<file path="src/rtl/alu_pkg.sv">
// alu_pkg: shared types for the alu_mdu execute-stage ALU/MDU.
//   alu_op_e     - 5-bit operation code (18..31 are reserved, result 0)
//   alu_state_e  - result FSM states (IDLE / DIV / HOLD)
//   div_spec_t   - divide special-case decode (b==0, signed overflow)
//   div_special  - maps a divide request onto its bypass result
package alu_pkg;

   localparam int ALU_XLEN_DEF = 32;

   typedef enum logic [4:0] {
      OP_ADD    = 5'd0,
      OP_SUB    = 5'd1,
      OP_SLT    = 5'd2,
      OP_SLTU   = 5'd3,
      OP_XOR    = 5'd4,
      OP_OR     = 5'd5,
      OP_AND    = 5'd6,
      OP_SLL    = 5'd7,
      OP_SRL    = 5'd8,
      OP_SRA    = 5'd9,
      OP_MUL    = 5'd10,
      OP_MULH   = 5'd11,
      OP_MULHSU = 5'd12,
      OP_MULHU  = 5'd13,
      OP_DIV    = 5'd14,
      OP_DIVU   = 5'd15,
      OP_REM    = 5'd16,
      OP_REMU   = 5'd17
   } alu_op_e;

   typedef enum logic [1:0] {
      ST_IDLE = 2'd0,
      ST_DIV  = 2'd1,
      ST_HOLD = 2'd2
   } alu_state_e;

   // hit: bypass the divider. ones: result all ones. pass_a: result = a.
   // hit with neither flag set means result 0.
   typedef struct packed {
      logic hit;
      logic ones;
      logic pass_a;
   } div_spec_t;

   // Signed overflow only occurs with a == MIN, so "DIV -> MIN" is just a.
   function automatic div_spec_t div_special(input logic is_rem,
                                             input logic b_zero,
                                             input logic sovf);
      div_spec_t s;
      s.hit    = b_zero | sovf;
      s.ones   = b_zero & ~is_rem;
      s.pass_a = (b_zero & is_rem) | (sovf & ~is_rem);
      return s;
   endfunction

endpackage

</file>
<file path="src/rtl/alu_divider.sv">
// alu_divider: unsigned restoring radix-2 divider, one quotient bit per cycle.
// Only built when ALU_MDU_DIV_EN is defined.
//   i_start            - load operands (one-cycle pulse)
//   i_dividend/divisor - unsigned magnitudes
//   o_done             - one-cycle pulse, XLEN cycles after the start edge
//   o_quotient/o_remainder - valid while o_done is high
`ifdef ALU_MDU_DIV_EN
module alu_divider #(
   parameter int XLEN = 32
) (
   input  logic            i_clk,
   input  logic            i_reset,
   input  logic            i_start,
   input  logic [XLEN-1:0] i_dividend,
   input  logic [XLEN-1:0] i_divisor,
   output logic            o_done,
   output logic [XLEN-1:0] o_quotient,
   output logic [XLEN-1:0] o_remainder
);
   localparam int CNT_W = $clog2(XLEN);

   logic [CNT_W-1:0] cnt;
   logic             busy;
   logic [XLEN-1:0]  dvsr;
   logic [XLEN:0]    rem_sh;
   logic [XLEN:0]    diff;

   // The quotient register doubles as the dividend shifter: its MSB feeds
   // the partial remainder while the new quotient bit enters at the LSB.
   assign rem_sh = {o_remainder, o_quotient[XLEN-1]};
   assign diff   = rem_sh - {1'b0, dvsr};

   always_ff @(posedge i_clk) begin
      if (i_reset) begin
         cnt         <= '0;
         busy        <= 1'b0;
         dvsr        <= '0;
         o_done      <= 1'b0;
         o_quotient  <= '0;
         o_remainder <= '0;
      end else begin
         o_done <= 1'b0;
         if (i_start) begin
            busy        <= 1'b1;
            cnt         <= '0;
            dvsr        <= i_divisor;
            o_quotient  <= i_dividend;
            o_remainder <= '0;
         end else if (busy) begin
            o_quotient  <= {o_quotient[XLEN-2:0], ~diff[XLEN]};
            o_remainder <= diff[XLEN] ? rem_sh[XLEN-1:0] : diff[XLEN-1:0];
            cnt         <= cnt + 1'b1;
            if (cnt == CNT_W'(XLEN-1)) begin
               busy   <= 1'b0;
               o_done <= 1'b1;
            end
         end
      end
   end
endmodule
`endif

</file>
<file path="src/rtl/alu_mdu.sv">
// alu_mdu: registered RV32I ALU + RV32M multiply/divide with valid/ready
// handshakes on both sides.
//   i_clk, i_reset         - clock, synchronous active-high reset
//   i_valid / o_ready      - request handshake (operands, op captured at accept)
//   i_operand_a/b, i_alu_op
//   o_valid / i_ready      - result handshake, o_alu_data held while stalled
// Build option ALU_MDU_DIV_EN: instantiate the iterative divider. Without it
// ops 14..17 return 0 in one cycle and the DIV state is never entered.
module alu_mdu
   import alu_pkg::*;
#(
   parameter int XLEN = ALU_XLEN_DEF
) (
   input  logic            i_clk,
   input  logic            i_reset,
   input  logic            i_valid,
   output logic            o_ready,
   input  logic [XLEN-1:0] i_operand_a,
   input  logic [XLEN-1:0] i_operand_b,
   input  logic [4:0]      i_alu_op,
   output logic            o_valid,
   input  logic            i_ready,
   output logic [XLEN-1:0] o_alu_data
);
   localparam int SHAMT_W = $clog2(XLEN);

   alu_state_e          state;
   alu_op_e             op;
   logic                accept;
   logic                div_start;
   logic                div_done;
   logic [XLEN-1:0]     div_result;
   logic [XLEN-1:0]     a, b, comb_res;
   logic [SHAMT_W-1:0]  shamt;
   logic                a_sx, b_sx;
   logic [2*XLEN-1:0]   a_ext, b_ext, prod;

   assign op    = alu_op_e'(i_alu_op);
   assign a     = i_operand_a;
   assign b     = i_operand_b;
   assign shamt = b[SHAMT_W-1:0];

   // One 2*XLEN multiplier serves all four ops; the extension choice decides
   // signed/unsigned interpretation of each operand.
   assign a_sx  = ((op == OP_MULH) || (op == OP_MULHSU)) && a[XLEN-1];
   assign b_sx  = (op == OP_MULH) && b[XLEN-1];
   assign a_ext = {{XLEN{a_sx}}, a};
   assign b_ext = {{XLEN{b_sx}}, b};
   assign prod  = a_ext * b_ext;

   // Combinational from i_ready so a stalled result and a new request can
   // swap in the same cycle.
   assign o_ready = (state == ST_IDLE) || ((state == ST_HOLD) && i_ready);
   assign o_valid = (state == ST_HOLD);
   assign accept  = i_valid && o_ready;

`ifdef ALU_MDU_DIV_EN
   logic            div_signed, div_is_rem, div_sovf, div_norm;
   div_spec_t       div_sp;
   logic [XLEN-1:0] div_res_spec, a_mag, b_mag, quot, rem;
   logic            neg_q, neg_r, rem_sel;

   assign div_signed   = (op == OP_DIV) || (op == OP_REM);
   assign div_is_rem   = (op == OP_REM) || (op == OP_REMU);
   assign div_sovf     = div_signed && (a == {1'b1, {(XLEN-1){1'b0}}}) && (&b);
   assign div_sp       = div_special(div_is_rem, b == '0, div_sovf);
   assign div_res_spec = div_sp.ones ? '1 : (div_sp.pass_a ? a : '0);
   assign div_norm     = (op >= OP_DIV) && (op <= OP_REMU) && !div_sp.hit;
   assign div_start    = accept && div_norm;
   assign a_mag        = (div_signed && a[XLEN-1]) ? -a : a;
   assign b_mag        = (div_signed && b[XLEN-1]) ? -b : b;

   alu_divider #(.XLEN(XLEN)) u_div (
      .i_clk       (i_clk),
      .i_reset     (i_reset),
      .i_start     (div_start),
      .i_dividend  (a_mag),
      .i_divisor   (b_mag),
      .o_done      (div_done),
      .o_quotient  (quot),
      .o_remainder (rem)
   );

   // Sign fix-up: quotient negative when signs differ, remainder follows a.
   always_ff @(posedge i_clk) begin
      if (i_reset) begin
         neg_q   <= 1'b0;
         neg_r   <= 1'b0;
         rem_sel <= 1'b0;
      end else if (div_start) begin
         neg_q   <= div_signed && (a[XLEN-1] ^ b[XLEN-1]);
         neg_r   <= div_signed && a[XLEN-1];
         rem_sel <= div_is_rem;
      end
   end

   assign div_result = rem_sel ? (neg_r ? -rem : rem) : (neg_q ? -quot : quot);
`else
   assign div_start  = 1'b0;
   assign div_done   = 1'b0;
   assign div_result = '0;
`endif

   always_comb begin
      comb_res = '0;
      case (op)
         OP_ADD:    comb_res = a + b;
         OP_SUB:    comb_res = a - b;
         OP_SLT:    comb_res = {{(XLEN-1){1'b0}}, $signed(a) < $signed(b)};
         OP_SLTU:   comb_res = {{(XLEN-1){1'b0}}, a < b};
         OP_XOR:    comb_res = a ^ b;
         OP_OR:     comb_res = a | b;
         OP_AND:    comb_res = a & b;
         OP_SLL:    comb_res = a << shamt;
         OP_SRL:    comb_res = a >> shamt;
         OP_SRA:    comb_res = $unsigned($signed(a) >>> shamt);
         OP_MUL:    comb_res = prod[XLEN-1:0];
         OP_MULH, OP_MULHSU, OP_MULHU:
                    comb_res = prod[2*XLEN-1:XLEN];
`ifdef ALU_MDU_DIV_EN
         OP_DIV, OP_DIVU, OP_REM, OP_REMU:
                    comb_res = div_res_spec;
`endif
         default:   comb_res = '0;
      endcase
   end

   always_ff @(posedge i_clk) begin
      if (i_reset) begin
         state      <= ST_IDLE;
         o_alu_data <= '0;
      end else if (accept) begin
         if (div_start) begin
            state <= ST_DIV;
         end else begin
            state      <= ST_HOLD;
            o_alu_data <= comb_res;
         end
      end else if ((state == ST_HOLD) && i_ready) begin
         state <= ST_IDLE;
      end else if ((state == ST_DIV) && div_done) begin
         state      <= ST_HOLD;
         o_alu_data <= div_result;
      end
   end
endmodule
</file>
<file path="config.mk">
export PLATFORM = sky130hd
export DESIGN_NAME = alu_mdu
export DESIGN_NICKNAME = d
export VERILOG_FILES = /design/src/rtl/alu_pkg.sv /design/src/rtl/alu_divider.sv /design/src/rtl/alu_mdu.sv
export SDC_FILE = /design/constraint.sdc
export NUM_CORES = 2
export LEC_CHECK = 0
export BUFFER_PORTS_ARGS = -buffer_cell sky130_fd_sc_hd__buf_2
export CELL_PAD_IN_SITES_DETAIL_PLACEMENT = 0
export CELL_PAD_IN_SITES_GLOBAL_PLACEMENT = 1
export CORE_MARGIN = 1
export CORE_UTILIZATION = 56
export CTS_BUF_LIST = sky130_fd_sc_hd__clkbuf_8
export DETAILED_ROUTE_END_ITERATION = 8
export PLACE_DENSITY_LB_ADDON = 0.1
export SLEW_MARGIN = 10
export SYNTH_ARGS = -nofsm -noshare
export SYNTH_HDL_FRONTEND = slang
export SYNTH_SLANG_ARGS = --single-unit
</file>
<file path="constraint.sdc">
create_clock -name i_clk -period 32.3 [get_ports i_clk]
set_clock_uncertainty 0.2 [all_clocks]
set_input_delay 9.69 -clock i_clk [delete_from_list [all_inputs] [get_ports i_clk]]
set_output_delay 9.69 -clock i_clk [all_outputs]
set_load 0.02 [all_outputs]
</file>
# Word-level counts from Yosys, hierarchy flattened
# Index checks and enable logic that the tools add are counted.
op_classes:
  add_sub_neg: 2
  n_mul: 1
  magnitude_cmp: 2
  eq_ne: 13
  shifts: 3
  n_mux: 3
  n_bitwise: 3
  n_reduce_logical: 10
op_table:
  columns: ["operator", "n"]
  rows:
  - ["$pmux W32 S12", 1]
  - ["$lt A32 B32 Y1", 2]
  - ["$mul A33 B33 Y64", 1]
  - ["$add A32 B32 Y32", 1]
  - ["$and A32 B32 Y32", 1]
  - ["$or A32 B32 Y32", 1]
  - ["$shl A32 B5 Y32", 1]
  - ["$shr A32 B5 Y32", 1]
  - ["$sshr A32 B5 Y32", 1]
  - ["$sub A32 B32 Y32", 1]
  - ["$xor A32 B32 Y32", 1]
  - ["$eq A5 B4 Y1 const B", 6]
  - ["$eq A5 B3 Y1 const B", 4]
  - ["$eq A5 B2 Y1 const B", 2]
  - ["$eq A5 B1 Y1 const B", 1]
  - ["$logic_not A5 Y1", 1]
  - ["$logic_and A1 B1 Y1", 4]
  - ["$mux W2", 2]
  - ["$reduce_or A3 Y1", 1]
  - ["$logic_not A2 Y1", 1]
  - ["$logic_or A1 B1 Y1", 2]
  - ["$reduce_bool A2 Y1", 1]
word_totals:
  ff_bits: 33
  inputBits: 73

# Longest topological paths before layout
depth:
  depth_word: 5
  depth_mapped: 34
  depth_no_buf: 31

# Worst setup path after synthesis
# Ideal clock, no wire load.
synth_timing:
  path_type: "in2out"
  start: "in i_ready"
  end: "out o_ready"
  t_arrival_ns: 9.936
  required_time_ns: 22.410
  slack_ns: 12.474
  cell_stages: 1
  path_buffers: 0
  path_cell_list: "nand2b_1"
synth_via:
  elab_chain_cells: 2
synth_rtl:
  columns: ["item", "line", "text"]
  rows:
  - ["from (decl)", "alu_mdu.sv:22", "input logic i_ready,"]
  - ["$logic_and A1 B1 Y1", "alu_mdu.sv:53", "assign o_ready = (state == ST_IDLE) || ((state == ST_HOLD) && i_ready);"]
  - ["$logic_or A1 B1 Y1", "alu_mdu.sv:53", null]
  - ["to (decl)", "alu_mdu.sv:17", "output logic o_ready,"]
# No other way between the ends.

# Worst setup path after layout
# Same ends and word-level chain as after synthesis.

==> implementation parameters <==
Parameter                              Value

Die
  Starting density of the core    approximately 57%
  Number of ports placed on the die boundary    107
  Horiz. Die Dim    slightly below 300 microns
  Vertical die dimension    a little under 300 microns
  Area inside the core boundary    between 80000 and 90000 sq um
  Site Rows    between 100 and 150
  Die Area    approximately 85000 sq um

Worst setup path
  CP Data Arrival Time    10.14 ns
  Type of destination of the critical path    primary output
  Cell seen most often among critical-path stages    buf_2
  CP Launch Type    primary input
  Critical Path RT    around 22 ns
  Critical Path Max Stage Delay    0.18 ns
  Cell with the biggest individual delay on the critical path    buf_2
  Worst-case register-to-register setup slack    29.40 ns
  Maximum net fanout on the critical path    4
  Cells along the critical path    buf_2, nand2b_1, buf_2
  CP Class    in2out

Route
  DRT iter0 DRCs    about 3800
  Average via count per standard cell    6.06
  Routed Antenna Nets    0
  Vias    39900
  Remaining design rule violation count    0
  Wirelength per Cell    27.0 microns
  1st-pass router iterations    8
  Detailed Route WL    between 150000 and 200000 microns

Timing
  Total negative slack    0 ns
  Unrepaired setup endpoints after global routing    false
  Fmax    49.9 MHz
  Total setup violations reported at the end of the flow    0
  Fin crit share    about three fifths
  Shortest period the worst path allows    20.03 ns
  Final Hold Vio Count    0
  Slew Viols, Final    0
  Worst max-slew margin expressed relative to the limit    22.1%
  Slew of the pin with the lowest slew margin    between 1 and 1.5 ns

Finish
  Final core utilization    58.5%
  Most common library cell in the layout ignoring fill and taps    inv_1
  Number of nets in the layout    between 7000 and 8000
  Commonest cells after routing, fill and taps aside    1276 x inv_1, 1127 x fa_1, 890 x nand2_1
  Final Instance Area    48200 sq um
  Share of layout cells above drive strength 1    roughly 5.2%
  Area growth from synthesis to layout    3.07%

CTS
  H-tree lvl count    2
  Clock transition at the register clock pins on the worst setup and hold paths after CTS    0.08 ns
  CTS tree    yes
  Longest Clk Path Bufs    2
  Number of sinks driven by the clock tree    33
  Post-cts resize count    0
  Root cell of the clock tree    clkbuf_8
  Count of hold-fix buffers inserted at cts    0
  Num CTS Buffers    5
  Clock insertion delay at the later pin of the skew report    ~0.30 ns
  Number of post-CTS setup repair buffers    0

GRT
  Tot GR Track Use    between 40% and 50%
  Vias in the first global route    a little over 40000
  Maximum number of pins on one net before global-route repair    between 60 and 70
  Antenna violations before repair    14
  Global-route wire length before repair    between 200000 and 300000 microns
  Congestion Overflow GR    0

Logic synthesis
  Gate count after technology mapping    roughly 5600
  Net count after synthesis    7143
  Yosys Warn Count    0
  Predominant post-synthesis flop cell    dfxtp_1
  Seq cells post-synth    33
  Post-synth EDFFs    0
  Mean Syn Cell Area    about 8.3 sq um
  Post-synthesis sequential area ratio    under 10%
  Post-synthesis cell area    between 40000 and 50000 sq um
  Netlist cell types    slightly above 90
  Share of flip-flops with an asynchronous set or reset    0%

Flow run
  Reported max-cap violation count    0

Placement
  Port Buffers    approximately 110
  Placed cell areas    48000 sq um
  GPL Wtd Cong    1.09
  Post-detailed-placement half-perimeter wirelength    around 140000 microns

Min path
  Worst hold path class    reg2reg

Status
  Outcome    finished clean
==> cell usage after synthesis, drive strengths merged, types with 7 or more instances <==
master   instances  area, sq um
nand2b          37          231
clkinv          15         56.3
and2            25          156
nand4           15         93.8
o311ai           9         78.8
dfxtp           33          661
nor4             7         43.8
nand3           43          220
or3             15         93.8
o21ai          174          875
o2111ai         10         93.8
nand2          890         3340
o21bai          24          180
a31oi           18          119
o31ai           15          113
nor2           503         1890
and3            12         75.1
mux2            11          124
a221oi          32          287
o211ai          38          285
a211oi          34          260
ha             309         3870
a22oi           30          239
nor2b           10         62.6
xnor2           68          596
mux2i           52          521
a21boi           8         60.1
a211o           12          105
inv           1287         4830
a21oi          212         1090
o221ai          12          105
nor3            34          170
buf            112          450
a21o            42          315
clkbuf         221          830
xor2            26          228
mux4            27          608
fa            1127        22600
a221o           10          100
==> critical path, delay by kind of cell <==
kind / cells / cell delay [ns]
buf+inv: 2 / 0.27
simple gates: 1 / 0.17
==> cell families (layout without fill, tap and decap cells) <==
logic type / Yosys count / in the layout / synth area share, %
buf+inv: 1635 / 1509 / 13.2
simple gates: 1609 / 1609 / 14.0
fa+ha+maj: 1436 / 1436 / 56.6
compound gates: 737 / 737 / 10.4
xor+xnor: 94 / 94 / 1.76
mux: 90 / 90 / 2.68
flops: 33 / 33 / 1.41
other cells: 0 / 4 / 0
==> registers in the layout, summed over array words and instances, names as in the netlist <==
name        cells
o_alu_data     32
state           1
==> per-stage QoR <==
| step | hold WS [ns] | cells | worst slack, ns |
|---|---|---|---|
| finish | 0.258 | 6582 | 12.27 |
| global route | 0.288 | 6578 | 12.25 |
| CTS | 0.258 | 6578 | 12.28 |
| detailed placement | 0.242 | 6570 | 12.28 |
| global placement | 0.233 | 6570 | 12.29 |
| floorplan | 0.330 | 5634 | 12.47 |
==> path summary, 6_finish.rpt <==
| check | depth (start not counted) | start | to |
|---|---|---|---|
| worst min-delay path | 2 | o_alu_data[7] | o_alu_data[7] |
| worst max-delay path | 3 | i_ready | o_ready |
| worst min register to register | 2 | o_alu_data[7] | o_alu_data[7] |
| worst max register to register | 8 | state[1] | o_alu_data[14] |
==> final cells by class <==
cell class              instances  area [sq um]
multi-input cells            3966         39900
fillers                      7697         34200
inverters                    1302          4890
well taps                    1070          1340
repair buffers                199          1230
flip-flops and latches         33           661
clock buffers                   6          82.6
clock inverters                 2          33.8
diodes                          4          10.0
==> metal layers <==
| layer | vias up | part of all wire, % | GRT usage [%] |
|---|---|---|---|
| met5 | - | 0.054 | 0 |
| met3 | 508 | 9.4 | 7.15 |
| li1 | 16800 | - | - |
| met1 | 20500 | 39 | 57.5 |
| met2 | 2099 | 45 | 67.7 |
| met4 | 14 | 6.8 | 22.3 |
Power is not shown: default switching activity piles up to over one toggle a cycle in this logic, so the estimate is an artifact.
